--- config.mk ---
export PLATFORM = sky130hd
export DESIGN_NAME = uart_tx_frame
export DESIGN_NICKNAME = d
export VERILOG_FILES = /design/src/rtl/uart_pkg.sv /design/src/rtl/uart_tx_hold.sv /design/src/rtl/uart_tx_frame.sv
export SDC_FILE = /design/constraint.sdc
export NUM_CORES = 1
export LEC_CHECK = 0
export CAP_MARGIN = 0
export CELL_PAD_IN_SITES_DETAIL_PLACEMENT = 1
export CELL_PAD_IN_SITES_GLOBAL_PLACEMENT = 2
export CORE_MARGIN = 5
export CORE_UTILIZATION = 31
export DETAILED_ROUTE_END_ITERATION = 7
export PLACE_DENSITY_LB_ADDON = 0.2
export SETUP_SLACK_MARGIN = 0.05
export SYNTH_ARGS = -nofsm -noshare
export SYNTH_HDL_FRONTEND = slang
export SYNTH_SLANG_ARGS = --single-unit
--- constraint.sdc ---
create_clock -name div_clk -period 1.65 [get_ports div_clk]
set_input_delay 0.165 -clock div_clk [delete_from_list [all_inputs] [get_ports div_clk]]
set_output_delay 0.165 -clock div_clk [all_outputs]
set_load 0.01 [all_outputs]
--- src/rtl/uart_pkg.sv ---
// Shared types and limits for the UART transmit path.
package uart_pkg;

  localparam int MAX_DATA_BITS = 9;

  typedef enum logic [1:0] {
    PAR_NONE = 2'd0,
    PAR_EVEN = 2'd1,
    PAR_ODD  = 2'd2
  } parity_mode_e;

  typedef enum logic [2:0] {
    IDLE   = 3'd0,
    START  = 3'd1,
    DATA   = 3'd2,
    PARITY = 3'd3,
    STOP   = 3'd4
  } tx_state_e;

endpackage

--- src/rtl/uart_tx_hold.sv ---
// One-entry holding register in front of the UART shifter; accept to hold_full in one edge.
// tx_ready is the registered inverse of hold_full, so the source stalls while a word waits.
module uart_tx_hold
  import uart_pkg::*;
#(
  parameter int DATA_BITS = 8
) (
  input  logic                 div_clk,
  input  logic                 rst_n,
  input  logic [DATA_BITS-1:0] tx_data,
  input  logic                 tx_valid,
  output logic                 tx_ready,
  input  logic                 pop,
  output logic                 hold_full,
  output logic [DATA_BITS-1:0] hold_data
);

  if (DATA_BITS < 1 || DATA_BITS > MAX_DATA_BITS) begin : g_bad_width
    $error("uart_tx_hold: DATA_BITS out of range");
  end

  logic                 full_q, full_d;
  logic [DATA_BITS-1:0] data_q, data_d;

  // pop only happens while full and accept only while empty, so they never collide
  always_comb begin
    full_d = full_q;
    data_d = data_q;
    if (pop) begin
      full_d = 1'b0;
    end
    if (tx_valid && !full_q) begin
      full_d = 1'b1;
      data_d = tx_data;
    end
  end

  always_ff @(posedge div_clk or negedge rst_n) begin
    if (!rst_n) begin
      full_q <= 1'b0;
      data_q <= '0;
    end else begin
      full_q <= full_d;
      data_q <= data_d;
    end
  end

  assign hold_full = full_q;
  assign hold_data = data_q;
  assign tx_ready  = ~full_q;

endmodule

--- src/rtl/uart_tx_frame.sv ---
// UART framer: start, DATA_BITS data, optional parity, 1-2 stop bits; one div_clk per bit.
// Start bit appears one edge after accept; frames run back-to-back while the hold buffer refills.
module uart_tx_frame
  import uart_pkg::*;
#(
  parameter int DATA_BITS   = 8,
  parameter int PARITY_MODE = 0,
  parameter int STOP_BITS   = 1,
  parameter int LSB_FIRST   = 1
) (
  input  logic                 div_clk,
  input  logic                 rst_n,
  input  logic [DATA_BITS-1:0] tx_data,
  input  logic                 tx_valid,
  output logic                 tx_ready,
  input  logic                 brk,
  output logic                 tx_serial,
  output logic                 tx_busy,
  output logic                 frame_done
);

  if (DATA_BITS < 5 || DATA_BITS > MAX_DATA_BITS) begin : g_bad_data_bits
    $error("uart_tx_frame: DATA_BITS must be 5..9");
  end
  if (PARITY_MODE != int'(PAR_NONE) && PARITY_MODE != int'(PAR_EVEN) &&
      PARITY_MODE != int'(PAR_ODD)) begin : g_bad_parity
    $error("uart_tx_frame: PARITY_MODE must be 0, 1 or 2");
  end
  if (STOP_BITS != 1 && STOP_BITS != 2) begin : g_bad_stop
    $error("uart_tx_frame: STOP_BITS must be 1 or 2");
  end

  localparam int              CW        = $clog2(DATA_BITS + 1);
  localparam logic [CW-1:0]   LAST_DATA = CW'(DATA_BITS - 1);
  localparam logic [CW-1:0]   LAST_STOP = CW'(STOP_BITS - 1);
  localparam bit              HAS_PAR   = (PARITY_MODE != int'(PAR_NONE));
  localparam bit              ODD_PAR   = (PARITY_MODE == int'(PAR_ODD));

  logic                 hold_full;
  logic [DATA_BITS-1:0] hold_data;
  logic                 pop;

  uart_tx_hold #(
    .DATA_BITS(DATA_BITS)
  ) u_hold (
    .div_clk   (div_clk),
    .rst_n     (rst_n),
    .tx_data   (tx_data),
    .tx_valid  (tx_valid),
    .tx_ready  (tx_ready),
    .pop       (pop),
    .hold_full (hold_full),
    .hold_data (hold_data)
  );

  tx_state_e            state_q, state_d;
  logic [CW-1:0]        cnt_q, cnt_d;
  logic [DATA_BITS-1:0] shift_q, shift_d;
  logic                 par_q, par_d;
  logic                 serial_q, serial_d;

  logic last_stop;
  logic load_ok;
  logic out_bit;

  assign last_stop = (state_q == STOP) && (cnt_q == LAST_STOP);
  // In IDLE a low line means a break was just released: give it one high cycle first
  assign load_ok   = hold_full && !brk &&
                     (((state_q == IDLE) && serial_q) || last_stop);
  assign out_bit   = (LSB_FIRST != 0) ? shift_q[0] : shift_q[DATA_BITS-1];

  always_ff @(posedge div_clk or negedge rst_n) begin
    if (!rst_n) begin
      state_q  <= IDLE;
      cnt_q    <= '0;
      shift_q  <= '0;
      par_q    <= 1'b0;
      serial_q <= 1'b1;
    end else begin
      state_q  <= state_d;
      cnt_q    <= cnt_d;
      shift_q  <= shift_d;
      par_q    <= par_d;
      serial_q <= serial_d;
    end
  end

  always_comb begin
    state_d = state_q;
    cnt_d   = cnt_q;
    case (state_q)
      IDLE: begin
        if (load_ok) begin
          state_d = START;
        end
      end
      START: begin
        state_d = DATA;
        cnt_d   = '0;
      end
      DATA: begin
        if (cnt_q == LAST_DATA) begin
          state_d = HAS_PAR ? PARITY : STOP;
          cnt_d   = '0;
        end else begin
          cnt_d = cnt_q + CW'(1);
        end
      end
      PARITY: begin
        state_d = STOP;
        cnt_d   = '0;
      end
      STOP: begin
        if (cnt_q == LAST_STOP) begin
          state_d = load_ok ? START : IDLE;
          cnt_d   = '0;
        end else begin
          cnt_d = cnt_q + CW'(1);
        end
      end
      default: begin
        state_d = IDLE;
        cnt_d   = '0;
      end
    endcase
  end

  // tx_serial is registered, so it is computed from the state being entered
  always_comb begin
    pop      = load_ok;
    shift_d  = shift_q;
    par_d    = par_q;
    serial_d = 1'b1;
    if (load_ok) begin
      shift_d = hold_data;
      par_d   = ODD_PAR ? ~(^hold_data) : ^hold_data;
    end else if (state_d == DATA) begin
      shift_d = (LSB_FIRST != 0) ? {1'b0, shift_q[DATA_BITS-1:1]}
                                 : {shift_q[DATA_BITS-2:0], 1'b0};
    end
    case (state_d)
      IDLE:    serial_d = ~brk;
      START:   serial_d = 1'b0;
      DATA:    serial_d = out_bit;
      PARITY:  serial_d = par_q;
      STOP:    serial_d = 1'b1;
      default: serial_d = 1'b1;
    endcase
  end

  assign tx_serial  = serial_q;
  assign tx_busy    = (state_q != IDLE);
  assign frame_done = last_stop;

endmodule

==> summary.txt <==
Critical path
  • Largest delay contributor family on the critical path: compound AO/OA/AOI/OAI gates
  • CP endpoint kind: flop
  • CP required: 1.81 ns
  • Arr. time, crit path: 1.82 ns
  • Slowest CP cell: dfrtp_1
  • CP Max Fanout: 5
  • Bufs and invs on worst path: 1
  • Reg2reg setup slack: -0.01 ns
  • Critical path cell sequence: buf_6 -> ha_4 -> and3b_2 -> o21ai_4 -> a21oi_4 -> a221o_1
  • Kind of critical path: reg -> reg
  • Slowest cell delay on critical path: 0.42 ns
  • Startpoint type of the worst setup path: flop

Pwr
  • Leakage: 0.796 nW
  • Peak supply drop: 0.000687 V
  • Power, Total: 3.23 mW
  • Power density cells: around 1800 nW/um2

GRT
  • Number of global-route vias before repair: 1219
  • Pin count of the biggest net entering global routing: 26
  • Grt total ovfl: 0
  • GR Util All Layers: 0.128
  • Met3 track demand over resource: 0.0214
  • Initial antenna violation count: 0
  • M1 GR Usage: 0.159
  • Met2 Use GR: 0.227
  • Gr busiest metal: met2
  • First-pass GRT wire length: 5.56 mm

Place
  • Placer congestion estimate: 0.722
  • Placement Setup Slack: -0.0787 ns
  • Post-DP HPWL: 2.21 mm
  • I/O Buffers: 15

Routing
  • Vias per cell: 5.01
  • Routed wire length: roughly 3.3 mm
  • Drt drc: 0
  • Post-DRT Antenna Nets: 0
  • WL/cell: between 15 and 20 um
  • Vias: 1068
  • Drt initial violations: 13
  • First-pass detailed-route iteration total: 4

Layout
  • Post-layout util: 0.446
  • Fin nets: ~180
  • Synth-to-layout area growth: 38.1%
  • Ant. Diodes: 0
  • Layout cells sized above 1: 0.380
  • Fillers: around 470

Timing
  • Final Max Slew Viols: 0
  • Hold WS: 0.259 ns
  • Max frequency: 0.601 GHz
  • Worst slew pin tran: approximately 0.33 ns
  • Fin crit period: 1.66 ns
  • Final Hold Violating Endpoints: 0
  • Worst setup margin: -0.0142 ns
  • Max-slew headroom: 0.781
  • Clock skew: ~0.0024 ns
  • RSZ-0062 raised after global routing: yes
  • Total negative slack: -0.0262 ns
  • Fin crit share: 1.01
  • Final setup fails: 2

Yosys
  • Post-synthesis sequential area ratio: 0.482
  • Largest area contributor in the netlist: dfrtp_1
  • Ys async rst share: 1.00
  • Syn_nets: 139
  • Top post-synthesis cells by area: dfrtp_1 (46%), mux2_2 (4.3%), inv_1 (3.2%)
  • Mapped Cells: 125
  • Netlist cell types: 40
  • Synth warn: 0
  • Syn Std Cell Area: 1300 um2
  • Synth Area in XOR/XNOR: 0
  • Largest family of logic cells by synthesized area: simple AND/OR/NAND/NOR gates
  • Synthesized flop and latch total: 25
  • Syn_area_per_cell: between 10 and 15 um2
  • Post-Synth Simple-Gate Area: 0.192
  • Synth Area in Compound Gates: 0.190
  • Post-synth EDFFs: 0
  • Adder-cell share of the synthesized area: 0.0192
  • Top-area cell type share of the netlist area: 0.462
  • Proportion of synthesized area in mux cells: 0.0433
  • Most used DFF post-synth: dfrtp_1

Clocking
  • Reg clk slew, reported paths: roughly 0.090 ns
  • CTS Buf Count: 3
  • CTS tree: built
  • Clock tree buffer depth: 2
  • Hold_buf cts: 0
  • Clock Tree Root: clkbuf_8
  • Worst-Skew Late Latency: 0.27 ns
  • CTS sink count: 25
  • # H-tree levels: 1

Floorplanning
  • Rows: 23
  • Core box area: 4030 um2
  • Die H: 74.8 um
  • Die X-Extent: 74.8 um
  • IO Pins: 16
  • Starting density of the core: 0.323
  • Die area: between 5000 and 6000 um2

Run status
  • Violated checks: negative setup slack
  • Status: finished, violations left

Flow run
  • Max_cap viols: 0

Worst hold path
  • Worst hold path type: in -> async
-- cell type report --
| class | instances | area [um2] | share of cell area |
|---|---|---|---|
| Multi-Input combinational cell | 82 | 667 | 0.371 |
| Sequential cell | 25 | 629 | 0.351 |
| Timing Repair Buffer | 40 | 343 | 0.191 |
| Tap cell | 50 | 62.6 | 0.0348 |
| Inverter | 12 | 47.5 | 0.0265 |
| Clock buffer | 3 | 41.3 | 0.0230 |
| Clock inverter | 1 | 5.00 | 0.00279 |
-- flip-flops by register name, indices dropped and copies added, names as in the netlist --
signal            count
cnt_q                 4
shift_q               8
state_q               3
tx_serial             1
u_hold.hold_data      8
u_hold.hold_full      1
-- where the power goes --
group | internal [mW] | leakage, nW | switching, mW
sequential | 0.902 | 0.303 | 0.193
combinational | 0.943 | 0.468 | 0.837
clock | 0.169 | 0.0255 | 0.190
-- placed cells by master (no fill, tap or decap), types with 3 or more instances in the layout --
master / count
inv_1: 10
mux2_2: 5
clkbuf_8: 3
or2b_1: 3
buf_6: 3
dfrtp_1: 22
buf_4: 22
nor2b_1: 3
nand2_1: 9
nand3_1: 4
o21ai_0: 5
a31oi_1: 3
nor2_1: 10
a221o_1: 3
clkdlybuf4s50_1: 13
-- cell usage after synthesis (all sizes together) (3+ instances only) --
library cell and instances:
buf 5, mux2 5, a31oi 3, a221o 3
nand2 10, o21ai 10, nor2 11, nor2b 3
dfrtp 24, or2b 3, a21oi 4, nand3 4
inv 12
-- through the flow --
| stage | instances | instance area, um2 |
|---|---|---|
| after floorplan | 125 | 1300 |
| after global placement | 199 | 1580 |
| after detailed placement | 199 | 1580 |
| after CTS | 211 | 1740 |
| after global routing | 213 | 1800 |
| final | 213 | 1800 |
-- final timing paths --
| check | from | endpoint | depth (start not counted) |
|---|---|---|---|
| hold reg to reg | u_hold.hold_data[7]$_DFFE_PN0P_ | shift_q[7]$_DFFE_PN0P_ | 2 |
| setup reg to reg | cnt_q[1]$_DFFE_PN0N_ | shift_q[5]$_DFFE_PN0P_ | 6 |
| max in group asynchronous | rst_n | tx_serial$_DFF_PN1_ | 2 |
| hold / removal | rst_n | u_hold.hold_data[7]$_DFFE_PN0P_ | 2 |
| setup / recovery | cnt_q[1]$_DFFE_PN0N_ | shift_q[5]$_DFFE_PN0P_ | 6 |
| min in group div_clk | tx_data[5] | u_hold.hold_data[5]$_DFFE_PN0P_ | 3 |
-- what timing repair did --
| item | in CTS | in global routing |
|---|---|---|
| gates cloned | 0 | 0 |
| setup endpoints to repair | 14 | 15 |
| resized for setup | 20 | 11 |
| setup buffers | 8 | 2 |
| endpoints found under the hold margin | 0 | 0 |
| pin swaps | 11 | 2 |
-- cell families after synthesis --
| logic type | after synthesis |
|---|---|
| flops | 25 |
| fa+ha+maj | 2 |
| mux | 5 |
| compound gates | 32 |
| simple gates | 43 |
| buf+inv | 18 |
-- layer usage --
| metal | up-vias | wire length (um) |
|---|---|---|
| li1 | 507 | - |
| met1 | 541 | 1390 |
| met2 | 13 | 1770 |
| met3 | 7 | 77 |
| met4 | 0 | 46 |
| met5 | - | 0 |
No activity file was read; power rests on OpenSTA's default activity.
